--- config.mk ---
export PLATFORM = sky130hd
export DESIGN_NAME = tt_lut_eval_seq
export DESIGN_NICKNAME = d
export VERILOG_FILES = /design/src/rtl/tt_lut_eval_seq.sv
export SDC_FILE = /design/constraint.sdc
export NUM_CORES = 1
export LEC_CHECK = 0
export BUFFER_PORTS_ARGS = -buffer_cell sky130_fd_sc_hd__buf_4
export CAP_MARGIN = 20
export CORE_ASPECT_RATIO = 0.75
export CORE_MARGIN = 1
export CORE_UTILIZATION = 53
export DETAILED_ROUTE_END_ITERATION = 10
export PLACE_DENSITY_LB_ADDON = 0.25
export REMOVE_ABC_BUFFERS = 1
export SLEW_MARGIN = 10
export SYNTH_ARGS = -nofsm -noshare
export SYNTH_HDL_FRONTEND = slang
export SYNTH_SLANG_ARGS = --single-unit
export TNS_END_PERCENT = 5
--- constraint.sdc ---
create_clock -name clk -period 1.99 [get_ports clk]
set_input_delay 0.398 -clock clk [delete_from_list [all_inputs] [get_ports clk]]
set_output_delay 0.398 -clock clk [all_outputs]
set_load 0.05 [all_outputs]
--- src/rtl/tt_lut_eval_seq.sv ---
// Programmable N-input truth-table evaluator with a 1-entry registered output stage
// and a sweep mode that dumps the table and compares it against an expected table.
module tt_lut_eval_seq #(
  parameter int N_IN = 3,
  localparam int TT_W = 2**N_IN,
  parameter logic [TT_W-1:0] TT_INIT = 8'hC7
) (
  input  logic            clk,
  input  logic            rst_n,
  input  logic            cfg_we,
  input  logic [TT_W-1:0] cfg_tt,
  output logic            cfg_err,
  input  logic            in_valid,
  input  logic [N_IN-1:0] in_vec,
  output logic            in_ready,
  output logic            out_valid,
  output logic            out_bit,
  output logic [N_IN-1:0] out_vec,
  output logic            out_last,
  input  logic            out_ready,
  input  logic            sweep_start,
  input  logic [TT_W-1:0] exp_tt,
  output logic            sweep_busy,
  output logic            sweep_done,
  output logic            sweep_match
);

  typedef enum logic [1:0] {IDLE = 2'd0, SWEEP = 2'd1, FLUSH = 2'd2} state_e;

  localparam logic [N_IN:0] CNT_LAST = (N_IN+1)'(TT_W-1);

  state_e          state, state_nxt;
  logic [TT_W-1:0] tt, dump_tt;
  logic [N_IN:0]   cnt;
  logic [N_IN-1:0] cidx;
  logic            ld, accept, sweep_go, sweep_ld, last_hs;

  assign cidx     = cnt[N_IN-1:0];
  assign ld       = !out_valid || out_ready;
  assign accept   = in_valid && in_ready;
  assign sweep_go = (state == IDLE) && sweep_start;
  assign sweep_ld = (state == SWEEP) && ld;
  assign last_hs  = (state == FLUSH) && out_valid && out_ready && out_last;

  always_ff @(posedge clk) begin
    if (!rst_n) state <= IDLE;
    else        state <= state_nxt;
  end

  always_comb begin
    state_nxt = state;
    case (state)
      IDLE:    if (sweep_start) state_nxt = SWEEP;
      SWEEP:   if (ld && cnt == CNT_LAST) state_nxt = FLUSH;
      FLUSH:   if (last_hs) state_nxt = IDLE;
      default: state_nxt = IDLE;
    endcase
  end

  always_comb begin
    in_ready   = (state == IDLE) && ld && !sweep_start;
    sweep_busy = (state != IDLE);
  end

  always_ff @(posedge clk) begin
    if (!rst_n) begin
      tt          <= TT_INIT;
      dump_tt     <= '0;
      cnt         <= '0;
      out_valid   <= 1'b0;
      out_bit     <= 1'b0;
      out_vec     <= '0;
      out_last    <= 1'b0;
      cfg_err     <= 1'b0;
      sweep_done  <= 1'b0;
      sweep_match <= 1'b0;
    end else begin
      cfg_err    <= cfg_we && (state != IDLE);
      sweep_done <= last_hs;
      // Table write happens on the sweep_start edge too, so the sweep sees the new table.
      if (state == IDLE && cfg_we) tt <= cfg_tt;
      if (sweep_go) begin
        cnt         <= '0;
        dump_tt     <= '0;
        sweep_match <= 1'b0;
      end
      if (accept) begin
        out_bit   <= tt[in_vec];
        out_vec   <= in_vec;
        out_last  <= 1'b0;
        out_valid <= 1'b1;
      end else if (sweep_ld) begin
        out_vec       <= cidx;
        out_bit       <= tt[cidx];
        dump_tt[cidx] <= tt[cidx];
        out_last      <= (cnt == CNT_LAST);
        out_valid     <= 1'b1;
        if (cnt != CNT_LAST) cnt <= cnt + 1'b1;
      end else if (out_valid && out_ready) begin
        out_valid <= 1'b0;
      end
      if (last_hs) sweep_match <= (dump_tt == exp_tt);
    end
  end

endmodule

# [Word level (Yosys, flattened, before mapping)]
# Cells that the tools add are included.
[word_totals] n_memories=0 mem_bits_ro=0 reg_bits=31 mem_bits_rw=0 wordCells=75 output_inout_bits=11 input_bits=25 latch_bits=0
[op_classes] n_addsub=1 n_shift=0 mux=28 magnitude_cmp=3 reduce_logical=23 n_bitwise=1 div=0 mul=0 eq_ne=8
[ops] op="8-bit 2-to-1 mux" count=4
[ops] op="4-bit 2-to-1 mux" count=4
[ops] op="1-bit logical AND" count=13
[ops] op="1-bit 2-to-1 mux" count=10
[ops] op="8-bit bitwise mux" count=1
[ops] op="8-bit equality test" count=1
[ops] op="3-bit by 4-bit less-than comparator with 1-bit output, second input constant" count=2
[ops] op="1-bit binary-select mux with 3-bit select" count=2
[ops] op="2-bit 2-to-1 mux" count=3
[ops] op="3-bit 2-to-1 mux" count=2
[ops] op="2-bit one-hot mux with 3 select lines" count=1
[ops] op="2-bit nonzero test" count=3
[ops] op="4-bit by 1-bit adder with 4-bit output, second input constant" count=1
[ops] op="4-bit by 3-bit equality test with 1-bit output, second input constant" count=1
[ops] op="2-bit inequality test, second input constant" count=2
[ops] op="4-bit by 3-bit inequality test with 1-bit output, second input constant" count=1
[ops] op="1-bit demux with 3-bit select" count=1
[ops] op="3-bit by 1-bit >= comparator with 1-bit output, second input constant" count=1
[ops] op="3-bit AND reduction" count=1
[ops] op="3-bit nonzero test" count=1
[ops] op="2-bit by 1-bit equality test with 1-bit output, second input constant" count=1
[ops] op="2-bit equality test, second input constant" count=1
[ops] op="1-bit logical NOT" count=2
[ops] op="2-bit logical NOT" count=1
[ops] op="4 further kinds" count=4

# [Longest topological paths before layout]
[logic_depth] word_depth=7 depth_mapped=5 depth_no_buf=5

# [Least setup slack after synthesis]
# Ideal clock, no wire load.
[synth_path] path_kind="register -> output" from="register state[1]" to="output in_ready" arrival_ns=1.935 path_stages_with_launch=4 t_required_ns=1.592 path_buffers=0 setup_slack_ns=-0.343 cell_sequence="dfxtp_1 > nor2_1 > inv_2 > nor3_1"
[synth_between] elab_chain_len=3
[synth_rtl] element="start: declaration" line="32" source="state_e state, state_nxt;"
[synth_rtl] element="start signal: assignment" line="47" source="else state <= state_nxt;"
[synth_rtl] element="2-bit logical NOT" line="61" source="in_ready = (state == IDLE) && ld && !sweep_start;"
[synth_rtl] element="1-bit logical AND (2 in series)" line="61"
[synth_rtl] element="end: declaration" line="15" source="output logic in_ready,"
# No other way between the ends.

# [Worst setup path after layout]
[layout_path] from="register out_valid" to="output in_ready"
[layout_between] elab_chain_len=4
[layout_rtl] element="start: declaration" line="16" source="output logic out_valid,"
[layout_rtl] element="start signal: assignment" line="70" source="out_valid <= 1'b0;"
[layout_rtl] element="start signal: assignment" line="91" source="out_valid <= 1'b1;"
[layout_rtl] element="start signal: assignment" line="97" source="out_valid <= 1'b1;"
[layout_rtl] element="1-bit logical NOT" line="39" source="assign ld = !out_valid || out_ready;"
[layout_rtl] element="1-bit logical OR" line="39"
[layout_rtl] element="1-bit logical AND (2 in series)" line="61"
# No other way between the ends.

==> run_results.csv <==
group,metric,value,unit
placed_design,pre_cts_ws,0.3444,ns
worst_setup_path,crit_path_end_kind,"primary output",
sta,report.final.slew_viol_count,0,
synth,synth-edff-count,0,
drt,first_iter_violations,103,
drt,drt-pass1-iter-count,4,
sta,fin_hold_ws,0.3262,ns
drt,avgRoutedWirePerCell,15.48,um
synth,avgSynthCellArea,8.554,um^2
synth,netlist_area,1574,um^2
sta,worstMarginPinSlew,0.4795,ns
power,combPwrFrac,17.9,%
final_layout,utilization,74.40,%
placed_design,portBuffers,35,
cts,cts_tree,"built",
cts,clkTransAtPathRegs,0.06,ns
power,swShare,27.30,%
flow_run,maxCapViolCount,0,
synth,synth_ff_type,"dfxtp_1",
final_layout,nets,252,
power,internal-power,1.072,mW
final_layout,antennaDiodeCount,0,
grt,grt_max_degree,14,
synth,ys_ff_latch,31,
sta,relSlewSlack,67.97,%
grt,gr-usage-all-layers,28.08,%
cts,h-tree-depth,2,
power,clock_power_share,36.7,%
final_layout,drive_gt1_share,24.67,%
power,p_seq_share,45.4,%
worst_setup_path,startpoint_type,"flop",
cts,post-cts-setup-buffers,0,
grt,grt_overflow,0,
floorplanning,coreArea,2703,um^2
worst_setup_path,critPathArrivalTime,1.40,ns
power,ir_worst_vdd,0.0005015,V
synth,synth.distinct_cells,43,
power,power.total,1.475,mW
drt,drt-total-wl,4071,um
cts,cts_resized,0,
grt,first_global_vias,1540,
sta,grt_setup_unrepaired,"false",
sta,finalSetupViolations,0,
sta,skew,0.003562,ns
run_status,outcome,"complete, no violations",
power,power.density,733.5,nW/um^2
final_layout,area_growth,27.74,%
sta,finalHoldViolations,0,
cts,cts_inserted_buffers,5,
synth,async_flop_share,0,%
sta,fin_ws,0.1904,ns
grt,grt_antenna_before_repair,0,
sta,max_clock_freq,555.7,MHz
drt,drt_drc_violations_left,0,
worst_setup_path,r2r_cells,6,
power,power.switching,402.6,uW
floorplanning,die_h,49.20,um
min_path,holdPathStages,3,
cts,clockBufferDepth,2,
worst_setup_path,cp.required,1.59,ns
cts,root_buffer,"clkbuf_8",
cts,insertion_delay,0.28,ns
power,p_leak,0.8631,nW
synth,seq_area_frac_synth,39.43,%
grt,grt_first_pass_wirelength,6713,um
synth,syn_inst,184,
drt,via_per_inst,5.871,
worst_setup_path,cp_max_fo,6,
worst_setup_path,crit_type,"reg -> out",
drt,num_vias,1544,
floorplanning,design.die.area,3194,um^2
floorplanning,die_x,64.93,um
placed_design,gp_congestion,0.8681,
cts,holdBufCountCts,0,
floorplanning,num_rows,16,
min_path,hold_path_class,"in -> reg",
floorplanning,start_util,58.24,%
sta,finalCritPeriodShare,90.43,%
floorplanning,io_pins,36,
cts,cts.sinks,31,
sta,layout_min_cycle_time,1.800,ns
placed_design,dp_hpwl,3097,um
sta,fin_tns_setup,0,ns
drt,antenna_left,0,
synth,synth-warning-count,0,
[through the flow]
step	cell area, um^2	instances
after floorplan	1543	176
after global placement	1911	255
after detailed placement	1911	255
after CTS	2011	263
after global routing	2011	263
final	2011	263
[final cells by class]
| class | instances | area [um^2] |
|---|---|---|
| Timing Repair Buffer | 43 | 322.8 |
| Sequential cell | 31 | 620.6 |
| Clock buffer | 8 | 100.1 |
| Multi-Input combinational cell | 139 | 899.6 |
| Fill cell | 216 | 691.9 |
| Inverter | 6 | 22.52 |
| Tap cell | 36 | 45.04 |
[synthesized netlist by cell type (2+ instances only)]
master / n / area, um^2
and3_1: 4 / 25.02
dfxtp_1: 31 / 620.6
nand3_1: 13 / 65.06
nand2_1: 22 / 82.58
o211ai_1: 7 / 52.55
nand4_1: 2 / 12.51
nor3_1: 2 / 10.01
a21oi_1: 11 / 55.05
xor2_1: 8 / 70.07
nor2_1: 8 / 30.03
o311ai_1: 4 / 35.03
inv_1: 5 / 18.77
mux2i_1: 5 / 50.05
clkbuf_1: 7 / 26.28
o21ai_0: 3 / 15.01
nand2b_1: 6 / 37.54
o21ai_1: 7 / 35.03
a31oi_1: 3 / 18.77
a22oi_1: 3 / 22.52
o31ai_1: 4 / 30.03
nor4_1: 2 / 12.51
and2_1: 2 / 12.51
nand3b_1: 3 / 22.52
mux2_1: 3 / 33.78
[layout by cell type (no fill, tap or decap), types with 2 or more instances in the layout]
| master | synthesis | layout |
|---|---|---|
| dfxtp_1 | 31 | 31 |
| a22oi_1 | 3 | 3 |
| o21ai_0 | 3 | 3 |
| and3_1 | 4 | 4 |
| buf_4 | 0 | 43 |
| and2_1 | 2 | 2 |
| clkbuf_8 | 0 | 7 |
| a31oi_1 | 3 | 3 |
| nor2_1 | 8 | 8 |
| nand3b_1 | 3 | 3 |
| o211ai_1 | 7 | 7 |
| o311ai_1 | 4 | 4 |
| o31ai_1 | 4 | 4 |
| nand4_1 | 2 | 2 |
| a21oi_1 | 11 | 11 |
| nand2_1 | 22 | 22 |
| mux2_1 | 3 | 3 |
| nor4_1 | 2 | 2 |
| mux2i_1 | 5 | 5 |
| o21ai_1 | 7 | 7 |
| inv_1 | 5 | 5 |
| xor2_1 | 8 | 8 |
| nor3_1 | 2 | 2 |
| nand2b_1 | 6 | 6 |
| nand3_1 | 13 | 13 |
[final timing paths]
kind	from	to	slack, ns
worst min register to register	out_vec[2]	out_vec[2]	0.48
worst max-delay path	out_valid	in_ready	0.19
worst max register to register	cnt[0]	cnt[0]	0.30
worst min-delay path	cfg_tt[7]	tt[7]	0.33
[power groups by stage]
stage	Clock, mW	Combinational (mW)	Sequential, mW
6_report	0.541	0.264	0.670
4_1_cts	0.550	0.262	0.669
5_1_grt	0.577	0.285	0.673
3_3_place_gp	0	0.250	0.682
2_1_floorplan	0	0.120	0.709
3_5_place_dp	0	0.260	0.683
[per-layer routing]
metal,vias up,global-route usage [%],part of all wire (%)
met2,55,46.88,47
li1,758,-,-
met3,6,7.944,7.1
met1,725,35.19,45
met5,-,0,0
met4,0,7.778,1.0
[critical path: stages (launching register included)]
cell	delay (ns)
dfxtp_1	0.39
nor2b_1	0.44
nor3_1	0.09
buf_4	0.21
[sequential cells by signal, indices dropped and copies added, names as in the netlist, 2 cells and up]
name	cells
cnt	4
out_vec	3
tt	8
dump_tt	8
state	2
[cells by family after synthesis]
family                   count (synthesis)  synth area share (%)
AO/OA/AOI/OAI                           46                 19.08
XOR/XNOR                                 8                 4.452
adder cells (fa/ha/maj)                  1                0.7948
buffers and inverters                   14                 3.418
flip-flops                              31                 39.43
multiplexers                            10                 7.472
AND/OR/NAND/NOR                         74                 25.36
Power figures use the tool's default switching activity.
